--- config.mk ---
export PLATFORM = sky130hd
export DESIGN_NAME = pipe_ctrl_unit_flat
export DESIGN_NICKNAME = d
export VERILOG_FILES = /design/src/rtl/pipe_ctrl_if.sv /design/src/rtl/pipe_ctrl_unit.sv /design/src/flat_wrapper.sv
export SDC_FILE = /design/constraint.sdc
export NUM_CORES = 1
export LEC_CHECK = 0
export ABC_AREA = 1
export BUFFER_PORTS_ARGS = -buffer_cell sky130_fd_sc_hd__buf_2
export CAP_MARGIN = 20
export CORE_UTILIZATION = 45
export DETAILED_ROUTE_END_ITERATION = 16
export PLACE_DENSITY = 0.7
export SKIP_LAST_GASP = 1
export SLEW_MARGIN = 20
export SYNTH_ARGS = -nofsm -noshare
export SYNTH_HDL_FRONTEND = slang
export SYNTH_SLANG_ARGS = --single-unit
--- constraint.sdc ---
create_clock -name clk -period 3.4 [get_ports clk]
set_clock_uncertainty 0.15 [all_clocks]
set_input_delay 0.68 -clock clk [delete_from_list [all_inputs] [get_ports clk]]
set_output_delay 0.68 -clock clk [all_outputs]
set_load 0.01 [all_outputs]
--- src/rtl/pipe_ctrl_if.sv ---
// pipe_ctrl_if: bundles the pipeline-control signals exchanged between the
// CPU's ID/EX/MEM/WB datapath and pipe_ctrl_unit.
//   master : the datapath side. Drives the ID instruction fields and flush,
//            and receives stall, the EX/MEM/WB controls and the forwarding selects.
//   slave  : pipe_ctrl_unit itself.
// Signals:
//   id_valid, id_opcode, id_rs, id_rt, id_rd : instruction currently in ID
//   flush         : squash the ID instruction
//   stall         : hold PC and IF/ID this cycle (combinational)
//   ex_alu_op, ex_alu_src, ex_fwd_a, ex_fwd_b : EX-stage controls
//   mem_w, mem_r  : MEM-stage controls
//   wb_reg_w, wb_mem_to_reg, wb_dest : WB-stage controls
//   illegal_op    : undefined opcode currently in EX
interface pipe_ctrl_if #(
  parameter int OP_W    = 4,
  parameter int RA_W    = 4,
  parameter int ALUOP_W = 2
) ();
  logic               id_valid;
  logic [OP_W-1:0]    id_opcode;
  logic [RA_W-1:0]    id_rs;
  logic [RA_W-1:0]    id_rt;
  logic [RA_W-1:0]    id_rd;
  logic               flush;
  logic               stall;
  logic [ALUOP_W-1:0] ex_alu_op;
  logic               ex_alu_src;
  logic [1:0]         ex_fwd_a;
  logic [1:0]         ex_fwd_b;
  logic               mem_w;
  logic               mem_r;
  logic               wb_reg_w;
  logic               wb_mem_to_reg;
  logic [RA_W-1:0]    wb_dest;
  logic               illegal_op;

  modport master (
    output id_valid, id_opcode, id_rs, id_rt, id_rd, flush,
    input  stall, ex_alu_op, ex_alu_src, ex_fwd_a, ex_fwd_b,
           mem_w, mem_r, wb_reg_w, wb_mem_to_reg, wb_dest, illegal_op
  );

  modport slave (
    input  id_valid, id_opcode, id_rs, id_rt, id_rd, flush,
    output stall, ex_alu_op, ex_alu_src, ex_fwd_a, ex_fwd_b,
           mem_w, mem_r, wb_reg_w, wb_mem_to_reg, wb_dest, illegal_op
  );
endinterface

--- src/rtl/pipe_ctrl_unit.sv ---
// pipe_ctrl_unit: pipelined control for a 5-stage CPU.
// Decodes the ID opcode, carries the control bits through ID/EX, EX/MEM and
// MEM/WB, detects load-use hazards (stall + bubble) and produces the EX-stage
// operand forwarding selects.
// Ports:
//   clk : rising-edge clock
//   rst : synchronous active-high reset; all pipeline registers become bubbles
//   bus : pipe_ctrl_if slave modport (ID inputs, flush, stall and stage controls)
module pipe_ctrl_unit #(
  parameter int OP_W    = 4,
  parameter int RA_W    = 4,
  parameter int ALUOP_W = 2
) (
  input  logic        clk,
  input  logic        rst,
  pipe_ctrl_if.slave  bus
);

  localparam logic [OP_W-1:0] OP_R    = OP_W'('b0000);
  localparam logic [OP_W-1:0] OP_LW   = OP_W'('b0011);
  localparam logic [OP_W-1:0] OP_SW   = OP_W'('b1011);
  localparam logic [OP_W-1:0] OP_ADDI = OP_W'('b1001);
  localparam logic [OP_W-1:0] OP_ORI  = OP_W'('b1101);

  localparam logic [ALUOP_W-1:0] ALU_FUNCT = ALUOP_W'('b00);
  localparam logic [ALUOP_W-1:0] ALU_ADD   = ALUOP_W'('b01);
  localparam logic [ALUOP_W-1:0] ALU_OR    = ALUOP_W'('b11);

  // All-zero value of each register type is the bubble.
  typedef struct packed {
    logic               reg_w;
    logic               mem_r;
    logic               mem_w;
    logic               m2r;
    logic               illegal;
    logic               alu_src;
    logic [ALUOP_W-1:0] alu_op;
    logic [RA_W-1:0]    dest;
    logic [RA_W-1:0]    rs;
    logic [RA_W-1:0]    rt;
    logic               uses_rt;
  } id_ex_t;

  typedef struct packed {
    logic            reg_w;
    logic            mem_r;
    logic            mem_w;
    logic            m2r;
    logic [RA_W-1:0] dest;
  } ex_mem_t;

  typedef struct packed {
    logic            reg_w;
    logic            m2r;
    logic [RA_W-1:0] dest;
  } mem_wb_t;

  id_ex_t  dec;
  id_ex_t  id_ex_next;
  id_ex_t  id_ex_reg;
  ex_mem_t ex_mem_reg;
  mem_wb_t mem_wb_reg;
  logic    id_uses_rt;
  logic    stall;

  // ID decode. Register fields are only kept for operands the instruction
  // really reads, so a bubble or an undefined opcode never forwards.
  always_comb begin
    dec = '0;
    case (bus.id_opcode)
      OP_R: begin
        dec.reg_w   = 1'b1;
        dec.dest    = bus.id_rd;
        dec.alu_op  = ALU_FUNCT;
        dec.rs      = bus.id_rs;
        dec.rt      = bus.id_rt;
        dec.uses_rt = 1'b1;
      end
      OP_ADDI: begin
        dec.reg_w   = 1'b1;
        dec.dest    = bus.id_rt;
        dec.alu_op  = ALU_ADD;
        dec.alu_src = 1'b1;
        dec.rs      = bus.id_rs;
      end
      OP_LW: begin
        dec.reg_w   = 1'b1;
        dec.mem_r   = 1'b1;
        dec.m2r     = 1'b1;
        dec.dest    = bus.id_rt;
        dec.alu_op  = ALU_ADD;
        dec.alu_src = 1'b1;
        dec.rs      = bus.id_rs;
      end
      OP_SW: begin
        dec.mem_w   = 1'b1;
        dec.alu_op  = ALU_ADD;
        dec.alu_src = 1'b1;
        dec.rs      = bus.id_rs;
        dec.rt      = bus.id_rt;
        dec.uses_rt = 1'b1;
      end
      OP_ORI: begin
        dec.reg_w   = 1'b1;
        dec.dest    = bus.id_rt;
        dec.alu_op  = ALU_OR;
        dec.alu_src = 1'b1;
        dec.rs      = bus.id_rs;
      end
      default: dec.illegal = 1'b1;
    endcase
    // r0 is hardwired zero: a write to it is no write at all.
    if (dec.dest == '0) dec.reg_w = 1'b0;
  end

  // Load-use hazard against the load sitting in EX. Uses the raw ID fields so
  // the check does not depend on how the ID opcode decodes.
  assign id_uses_rt = (bus.id_opcode == OP_R) || (bus.id_opcode == OP_SW);
  assign stall = bus.id_valid && !bus.flush && id_ex_reg.mem_r &&
                 (id_ex_reg.dest != '0) &&
                 ((id_ex_reg.dest == bus.id_rs) ||
                  (id_uses_rt && (id_ex_reg.dest == bus.id_rt)));

  // Flush dominates stall since stall is already gated by !flush.
  assign id_ex_next = (!bus.id_valid || bus.flush || stall) ? id_ex_t'('0) : dec;

  always_ff @(posedge clk) begin
    if (rst) begin
      id_ex_reg  <= '0;
      ex_mem_reg <= '0;
      mem_wb_reg <= '0;
    end else begin
      id_ex_reg  <= id_ex_next;
      ex_mem_reg <= '{reg_w: id_ex_reg.reg_w, mem_r: id_ex_reg.mem_r,
                      mem_w: id_ex_reg.mem_w, m2r: id_ex_reg.m2r,
                      dest: id_ex_reg.dest};
      mem_wb_reg <= '{reg_w: ex_mem_reg.reg_w, m2r: ex_mem_reg.m2r,
                      dest: ex_mem_reg.dest};
    end
  end

  // Forwarding selects for EX operand A (gi=0, rs) and B (gi=1, rt).
  // The younger producer in MEM wins over the older one in WB.
  logic [RA_W-1:0] ex_src  [2];
  logic [1:0]      fwd_sel [2];

  assign ex_src[0] = id_ex_reg.rs;
  assign ex_src[1] = id_ex_reg.rt;

  genvar gi;
  generate
    for (gi = 0; gi < 2; gi++) begin : g_fwd
      assign fwd_sel[gi] =
        (ex_mem_reg.reg_w && (ex_mem_reg.dest != '0) && (ex_mem_reg.dest == ex_src[gi])) ? 2'b10 :
        (mem_wb_reg.reg_w && (mem_wb_reg.dest != '0) && (mem_wb_reg.dest == ex_src[gi])) ? 2'b01 :
        2'b00;
    end
  endgenerate

  assign bus.stall         = stall;
  assign bus.ex_alu_op     = id_ex_reg.alu_op;
  assign bus.ex_alu_src    = id_ex_reg.alu_src;
  assign bus.ex_fwd_a      = fwd_sel[0];
  assign bus.ex_fwd_b      = id_ex_reg.uses_rt ? fwd_sel[1] : 2'b00;
  assign bus.illegal_op    = id_ex_reg.illegal;
  assign bus.mem_w         = ex_mem_reg.mem_w;
  assign bus.mem_r         = ex_mem_reg.mem_r;
  assign bus.wb_reg_w      = mem_wb_reg.reg_w;
  assign bus.wb_mem_to_reg = mem_wb_reg.m2r;
  assign bus.wb_dest       = mem_wb_reg.dest;

endmodule

--- src/flat_wrapper.sv ---
// flat-port wrapper written by rule: the top's interface ports become plain ports
module pipe_ctrl_unit_flat 
#(
  parameter int OP_W    = 4,
  parameter int RA_W    = 4,
  parameter int ALUOP_W = 2
)
  (clk, rst, bus_id_valid, bus_id_opcode, bus_id_rs, bus_id_rt, bus_id_rd, bus_flush, bus_stall, bus_ex_alu_op, bus_ex_alu_src, bus_ex_fwd_a, bus_ex_fwd_b, bus_mem_w, bus_mem_r, bus_wb_reg_w, bus_wb_mem_to_reg, bus_wb_dest, bus_illegal_op);
  pipe_ctrl_if #(.OP_W(OP_W), .RA_W(RA_W), .ALUOP_W(ALUOP_W)) bus_i ();
  input  logic clk;
  input  logic rst;
  input wire logic [$bits(bus_i.id_valid)-1:0] bus_id_valid;
  input wire logic [$bits(bus_i.id_opcode)-1:0] bus_id_opcode;
  input wire logic [$bits(bus_i.id_rs)-1:0] bus_id_rs;
  input wire logic [$bits(bus_i.id_rt)-1:0] bus_id_rt;
  input wire logic [$bits(bus_i.id_rd)-1:0] bus_id_rd;
  input wire logic [$bits(bus_i.flush)-1:0] bus_flush;
  output wire logic [$bits(bus_i.stall)-1:0] bus_stall;
  output wire logic [$bits(bus_i.ex_alu_op)-1:0] bus_ex_alu_op;
  output wire logic [$bits(bus_i.ex_alu_src)-1:0] bus_ex_alu_src;
  output wire logic [$bits(bus_i.ex_fwd_a)-1:0] bus_ex_fwd_a;
  output wire logic [$bits(bus_i.ex_fwd_b)-1:0] bus_ex_fwd_b;
  output wire logic [$bits(bus_i.mem_w)-1:0] bus_mem_w;
  output wire logic [$bits(bus_i.mem_r)-1:0] bus_mem_r;
  output wire logic [$bits(bus_i.wb_reg_w)-1:0] bus_wb_reg_w;
  output wire logic [$bits(bus_i.wb_mem_to_reg)-1:0] bus_wb_mem_to_reg;
  output wire logic [$bits(bus_i.wb_dest)-1:0] bus_wb_dest;
  output wire logic [$bits(bus_i.illegal_op)-1:0] bus_illegal_op;
  assign bus_i.id_valid = bus_id_valid;
  assign bus_i.id_opcode = bus_id_opcode;
  assign bus_i.id_rs = bus_id_rs;
  assign bus_i.id_rt = bus_id_rt;
  assign bus_i.id_rd = bus_id_rd;
  assign bus_i.flush = bus_flush;
  assign bus_stall = bus_i.stall;
  assign bus_ex_alu_op = bus_i.ex_alu_op;
  assign bus_ex_alu_src = bus_i.ex_alu_src;
  assign bus_ex_fwd_a = bus_i.ex_fwd_a;
  assign bus_ex_fwd_b = bus_i.ex_fwd_b;
  assign bus_mem_w = bus_i.mem_w;
  assign bus_mem_r = bus_i.mem_r;
  assign bus_wb_reg_w = bus_i.wb_reg_w;
  assign bus_wb_mem_to_reg = bus_i.wb_mem_to_reg;
  assign bus_wb_dest = bus_i.wb_dest;
  assign bus_illegal_op = bus_i.illegal_op;
  pipe_ctrl_unit #(.OP_W(OP_W), .RA_W(RA_W), .ALUOP_W(ALUOP_W)) u_core (.clk(clk), .rst(rst), .bus(bus_i));
endmodule
# == Yosys cells after proc, flatten, opt, wreduce, memory -nomap -nowiden ==
# Cells that the tools add are included.
# word_totals
regBits,33
in_bits,20
output_inout_bits,17
elab_cells,74
# op_classes
n_eq_ne,10
mux,13
n_bitwise,2
n_reduce_logical,32
# op_table
op,n
$eq A4 B4 Y1,6
$reduce_or A3 Y1,5
$eq A4 B4 Y1 const B,3
$reduce_bool A4 Y1,3
$logic_and A1 B1 Y1,11
$logic_not A4 Y1,2
$mux W1,8
$pmux W4 S2,1
$reduce_or A4 Y1,2
$mux W2,3
$reduce_or A5 Y1,1
$eq A4 B2 Y1 const B,1
$logic_or A1 B1 Y1,4
$pmux W2 S2,1
$reduce_or A2 Y1,2
$logic_not A1 Y1,2
$not A1 Y1,2

# == Logic depth before layout (Yosys ltp) ==
# Gate-level depths: netlist of the first run.
# depth
word_depth,7
mapped_depth,9
depth_no_buf,9

# == Least setup slack after synthesis of the first run ==
# Ideal clock, no wire load.
# synth_timing
path_type,input port to output port
startpoint,input bus_id_valid
endpoint,output bus_stall
arrival_ps,1384
t_required_ps,2570
slack_ps,1186
cell_stages,5
n_path_buf,0
path_cell_list,inv_1 -> or2_1 -> a211oi_2 -> nand2_4 -> inv_1
# synth_between
elab_chain_len,4
# synth_lines
item,line_no,rtl
from (decl),flat_wrapper.sv:12,input wire logic [$bits(bus_i.id_valid)-1:0] bus_id_valid;
$logic_and A1 B1 Y1 (3 in a row),pipe_ctrl_unit.sv:119,assign stall = bus.id_valid && !bus.flush && id_ex_reg.mem_r &&
$logic_and A1 B1 Y1,pipe_ctrl_unit.sv:120,(id_ex_reg.dest != '0) &&
to (decl),flat_wrapper.sv:18,output wire logic [$bits(bus_i.stall)-1:0] bus_stall;
# Every way passes these cells.

# == Final worst setup path of the first run ==
# layout_timing
startpoint,input bus_id_opcode[3]
endpoint,output bus_stall
# layout_between
elab_chain_len,5
word_cells_on_any_way,6
cone_classes,eq/ne (1); reduce/logical (5)
# layout_lines
item,line_no,rtl
from (decl),flat_wrapper.sv:13,input wire logic [$bits(bus_i.id_opcode)-1:0] bus_id_opcode;
$eq A4 B4 Y1 or $logic_not A4 Y1 (tied branches),pipe_ctrl_unit.sv:118,assign id_uses_rt = (bus.id_opcode == OP_R) || (bus.id_opcode == OP_SW);
$logic_or A1 B1 Y1 *,pipe_ctrl_unit.sv:118,
$logic_and A1 B1 Y1 *,pipe_ctrl_unit.sv:122,(id_uses_rt && (id_ex_reg.dest == bus.id_rt)));
$logic_or A1 B1 Y1 *,pipe_ctrl_unit.sv:121,((id_ex_reg.dest == bus.id_rs) ||
$logic_and A1 B1 Y1 *,pipe_ctrl_unit.sv:120,
# Every way passes the cells marked *; elsewhere a longest branch is shown, timed or not.

==> results.sh, run 1 <==
export IMPL_synth_top_area_share_pct=45.8
export IMPL_sw_frac_of_total_pct=23.2
export IMPL_cts_tree="done"
export IMPL_synthesis_nets=203
export IMPL_clk_latency_ns=0.33
export IMPL_setup_tns_ns=0
export IMPL_netlist_top_cells_count="nor2_1 (48), dfxtp_1 (33), inv_1 (29)"
export IMPL_finalCritPeriodShare_pct=71.9
export IMPL_start_util_pct=47.3
export IMPL_p_int_w=0.000531
export IMPL_synth_most_common_cell="nor2_1"
export IMPL_clockBufferDepth=2
export IMPL_dr_pass1_iters=4
export IMPL_totalWireLength_um=2520
export IMPL_synth_seq_cells=33
export IMPL_dieArea_um2=3440
export IMPL_coreArea_um2=3050
export IMPL_grt_pass1_wl_um=4090
export IMPL_die_w_um=58.6
export IMPL_htreeDepth=2
export IMPL_yosys_most_used_dff="dfxtp_1"
export IMPL_clock_sinks=33
export IMPL_drc=0
export IMPL_dpl_cell_area_um2=1660
export IMPL_diodes=0
export IMPL_synth_area_leaders="dfxtp_1 (46%), nor2_1 (12%), inv_1 (7.5%), xor2_1 (6.7%), nand2_1 (5.5%)"
export IMPL_crit_chain="buf_2, nor2_1, nand2_2, nand2_4, nand3_2, nand2_2, nand2_4, inv_1, buf_2"
export IMPL_final_setup_worst_slack_ns=0.957
export IMPL_overflow=0
export IMPL_pre_cts_ws_ns=0.961
export IMPL_crit_start="bus_id_opcode[3]"
export IMPL_synth_avg_cell_area_um2=7.88
export IMPL_placedCellCount=260
export IMPL_drtAntennaViolNets=0
export IMPL_critPathMaxStageDelay_ns=0.17
export IMPL_cap_violations=0
export IMPL_port_buffers=36
export IMPL_cellLeakagePower_nw=0.913
export IMPL_hold_buffers=0
export IMPL_crit_type="input port to output port"
export IMPL_drt_initial_drc_count=8
export IMPL_synth_distinct_cells=25
export IMPL_synth_cells=183
export IMPL_postCtsSetupBuffers=0
export IMPL_io_pins=37
export IMPL_dp_hpwl_um=1990
export IMPL_timing_max_transition_violations_final=0
export IMPL_synth_area_leader_cell="dfxtp_1"
export IMPL_drive_gt1_share_pct=24.1
export IMPL_p_per_area_nw_per_um2=400
export IMPL_peakVddDrop_mv=0.189
export IMPL_fmax_ghz=0.409
export IMPL_crit_path_max_fanout=5
export IMPL_drt_vias_per_instance=4.28
export IMPL_async_reset_ff_share_pct=0
export IMPL_syn_to_final_growth_pct=19.9
export IMPL_vias=1147
export IMPL_pwr_share_seq_pct=56.7
export IMPL_numCtsBuffers=5
export IMPL_clkPwrFrac_pct=35.6
export IMPL_setup_viol=0
export IMPL_finalWeightedCongestion=0.770
export IMPL_critPathArrivalTime_ns=1.61
export IMPL_grt_use_total_pct=16.8
export IMPL_yosysSeqAreaShare_pct=45.8
export IMPL_p_sw_w=0.000161
export IMPL_worstMarginPinSlew_ns=0.348
export IMPL_fin_area_um2=1730
export IMPL_antenna_found_initial=0
export IMPL_synth_edf_count=0
export IMPL_end_kind="output port"
export IMPL_yosys_warnings=0
export IMPL_fin_total_pwr_w=0.000692
export IMPL_combinationalPowerShare_pct=7.7
export IMPL_crit_required_ns=2.57
export IMPL_die_y_um=58.6
export IMPL_hp_start="u_core.id_ex_reg[20]"
export IMPL_slew_headroom_pct=76.6
export IMPL_grt_pass1_vias=1007
export IMPL_hold_viol_final=0
export IMPL_avgRoutedWirePerCell_um=9.42
export IMPL_cts_resized=0
export IMPL_nets=243
export IMPL_layout_min_cycle_time_ns=2.44
export IMPL_clockRootBuffer="clkbuf_4"
export IMPL_setup_worst_path_start_class="input port"
export IMPL_clk_pin_slew_worst_paths_ns=0.10
export IMPL_grt_max_degree=15
export IMPL_hold_class="flip-flop to flip-flop"
export IMPL_status="finished clean"
export IMPL_cp_slowest_cell="nor2_1"
export IMPL_r2r_start="u_core.id_ex_reg[9]"
export IMPL_stdcell_count=268
export IMPL_row_count=20
export IMPL_syn_area_um2=1440
export IMPL_rsz0062_at_grt="no"
layout make-up:
type                            instances  area [µm²]
Clock buffer                            7        65.1
Clock inverter                          1        5.00
Fill cell                             318        1320
Inverter                               29         109
Multi-Input combinational cell        118         654
Sequential cell                        33         661
Tap cell                               44        55.1
Timing Repair Buffer                   36         180
cells in the final DEF, fill, tap and decap left out, types with 3 or more instances in the layout:
| cell type | n |
|---|---|
| buf_2 | 36 |
| xnor2_1 | 9 |
| nor2_1 | 48 |
| nand2_4 | 3 |
| clkbuf_4 | 5 |
| nand3_1 | 3 |
| dfxtp_1 | 33 |
| nand2_1 | 21 |
| nand4_1 | 3 |
| inv_1 | 29 |
| xor2_1 | 11 |
critical path: cells and delay by family:
family	cells	cell delay, ns
simple gates	6	0.65
buf+inv	3	0.29
per-stage QoR:
| step | hold WS (ns) | utilization (%) |
|---|---|---|
| floorplan | 0.238 | - |
| global placement | 0.248 | 54.3 |
| detailed placement | 0.251 | 54.3 |
| CTS | 0.272 | 56.6 |
| global route | 0.302 | 56.6 |
| finish | 0.266 | 56.6 |
per-layer routing:
| metal | GRT usage [%] | routed length [µm] | vias to the layer above |
|---|---|---|---|
| li1 | - | - | 632 |
| met1 | 19.3 | 1130 | 477 |
| met2 | 27.6 | 1210 | 32 |
| met3 | 5.93 | 122 | 6 |
| met4 | 9.18 | 57 | 0 |
| met5 | 0 | 0 | - |
power groups by stage:
stage                     registers [W]  logic (W)  clock network [W]
after floorplan                0.000402  0.0000306                  0
after global placement         0.000402  0.0000529                  0
after detailed placement       0.000402  0.0000530                  0
after CTS                      0.000393  0.0000533           0.000254
after global routing           0.000393  0.0000604           0.000269
final                          0.000393  0.0000531           0.000246
cell families (layout without fill, tap and decap cells):
group | after synthesis | after routing | share of synthesized area [%]
AOI/OAI and AO/OA | 8 | 8 | 3.82
xor gates and xnor gates | 20 | 20 | 12.1
DFF | 33 | 33 | 45.8
and+or+nand+nor | 90 | 90 | 29.4
buffers and inverters | 32 | 73 | 8.85
worst paths after layout:
| check | to | slack (ns) | cells past startpoint |
|---|---|---|---|
| worst max register to register | u_core.id_ex_reg[18] | 2.02 | 9 |
| worst max-delay path | bus_stall | 0.96 | 9 |
| worst min-delay path | u_core.ex_mem_reg[7] | 0.27 | 2 |
| worst min register to register | u_core.ex_mem_reg[7] | 0.27 | 2 |
(Power assumes the default switching activity.)
==> run 2, diff against run 1 <==
clock period = 2.5 ns   (was 3.4 ns; I/O delays follow)
==> run 2 against run 1 <==
Net effect: flip-flop and latch count unchanged; critical path depth decreased by 4; largest power group unchanged; register-to-register slack got worse by 0.91 ns; total power increased by 57%.
==> results.sh, run 2 (synthesis gave the netlist of run 1 again) <==
export IMPL_drtAntennaViolNets=0
export IMPL_antenna_found_initial=0
export IMPL_drc=0
export IMPL_port_buffers=36
export IMPL_p_sw_w=0.000220
export IMPL_clockBufferDepth=2
export IMPL_grt_pass1_vias=1004
export IMPL_grt_use_total_pct=16.2
export IMPL_final_common_cell="nor2_1"
export IMPL_grt_max_degree=15
export IMPL_crit_type="flip-flop to output port"
export IMPL_setup_viol=0
export IMPL_htreeDepth=2
export IMPL_setup_worst_path_start_class="flip-flop"
export IMPL_hold_buffers=0
export IMPL_drt_initial_drc_count=11
export IMPL_whs_ns=0.245
export IMPL_final_setup_worst_slack_ns=0.399
export IMPL_avgRoutedWirePerCell_um=9.18
export IMPL_syn_to_final_growth_pct=22.1
export IMPL_clkPwrFrac_pct=44.3
export IMPL_dieArea_um2=3440
export IMPL_layout_min_cycle_time_ns=2.10
export IMPL_clk_pin_slew_worst_paths_ns=0.10
export IMPL_dp_hpwl_um=1990
export IMPL_grt_pass1_wl_um=3980
export IMPL_diodes=0
export IMPL_rsz0062_at_grt="no"
export IMPL_slew_headroom_pct=76.7
export IMPL_setup_tns_ns=0
export IMPL_status="finished clean"
export IMPL_fin_area_um2=1760
export IMPL_clockRootBuffer="clkbuf_4"
export IMPL_start_util_pct=47.3
export IMPL_timing_max_transition_violations_final=0
export IMPL_clk_latency_ns=0.32
export IMPL_numCtsBuffers=5
export IMPL_die_w_um=58.6
export IMPL_dr_pass1_iters=4
export IMPL_row_count=20
export IMPL_end_kind="output port"
export IMPL_crit_path_max_fanout=4
export IMPL_cts_tree="done"
export IMPL_p_per_area_nw_per_um2=618
export IMPL_fmax_ghz=0.476
export IMPL_peakVddDrop_mv=0.277
export IMPL_clock_sinks=33
export IMPL_cts_resized=0
export IMPL_overflow=0
export IMPL_totalWireLength_um=2460
export IMPL_crit_required_ns=1.85
export IMPL_pwr_share_seq_pct=49.0
export IMPL_die_y_um=58.6
export IMPL_cap_violations=0
export IMPL_postLayoutCoreUtil_pct=57.7
export IMPL_p_int_w=0.000869
export IMPL_drt_vias_per_instance=4.25
export IMPL_io_pins=37
export IMPL_worstMarginPinSlew_ns=0.346
export IMPL_nets=243
export IMPL_pre_cts_ws_ns=0.422
export IMPL_cellLeakagePower_nw=0.927
export IMPL_critPathArrivalTime_ns=1.45
export IMPL_sw_frac_of_total_pct=20.2
export IMPL_final_cell_mix="nor2_1 (48), buf_2 (36), dfxtp_1 (33)"
export IMPL_finalWeightedCongestion=0.770
export IMPL_hold_viol_final=0
export IMPL_vias=1139
export IMPL_combinationalPowerShare_pct=6.6
export IMPL_finalCritPeriodShare_pct=84.0
export IMPL_drive_gt1_share_pct=24.1
export IMPL_hold_class="input port to flip-flop"
export IMPL_coreArea_um2=3050
export IMPL_postCtsSetupBuffers=0
export IMPL_dpl_cell_area_um2=1660
==> run 2: changes by cell type in the layout (fill, tap and decap cells not counted) <==
cell       change
bufinv_16      +2
clkbuf_8       -2
==> run 2: area by class of cell <==
cell class	count	area [µm²]
clock inverter	3	65.1
multi-input combinational	118	654
clock buffer	5	37.5
inverter	29	109
tap	44	55.1
sequential	33	661
timing repair buffer	36	180
fill	306	1290
==> run 2: routing by layer <==
metal	vias to the layer above	share of wire, %	global-route usage, %
li1	628	-	-
met1	471	45	18.1
met2	34	48	27.1
met3	6	5.0	5.27
met4	0	2.4	9.18
met5	-	0	0
==> run 2: path summary, 6_finish.rpt <==
path	from	end	slack, ns	cells past startpoint
worst min register to register	u_core.id_ex_reg[20]	u_core.ex_mem_reg[7]	0.26	2
worst max-delay path	u_core.ex_mem_reg[3]	bus_ex_fwd_b[1]	0.40	5
worst min-delay path	bus_id_rs[0]	u_core.ex_src[4]	0.24	3
worst max register to register	u_core.id_ex_reg[9]	u_core.id_ex_reg[12]	1.11	9
==> run 2: power groups by stage <==
stage | clock network [W] | registers [W] | logic [W]
after floorplan | 0 | 0.000547 | 0.0000416
after global placement | 0 | 0.000546 | 0.0000720
after detailed placement | 0 | 0.000547 | 0.0000720
after CTS | 0.000492 | 0.000534 | 0.0000722
after global routing | 0.000513 | 0.000535 | 0.0000823
final | 0.000483 | 0.000534 | 0.0000722
==> run 2: worst max-delay path: stages, from the launching register on <==
cell and delay (ns):
dfxtp_1 0.42, xnor2_1 0.14, nand2_1 0.06, nor3_1 0.23, and2_1 0.16, buf_2 0.12
==> run 2: metrics by stage <==
step           cells  total power, W
5_1_grt          268         0.00113
4_1_cts          268         0.00110
3_5_place_dp     260        0.000619
3_3_place_gp     260        0.000618
6_report         268         0.00109
2_1_floorplan    183        0.000588
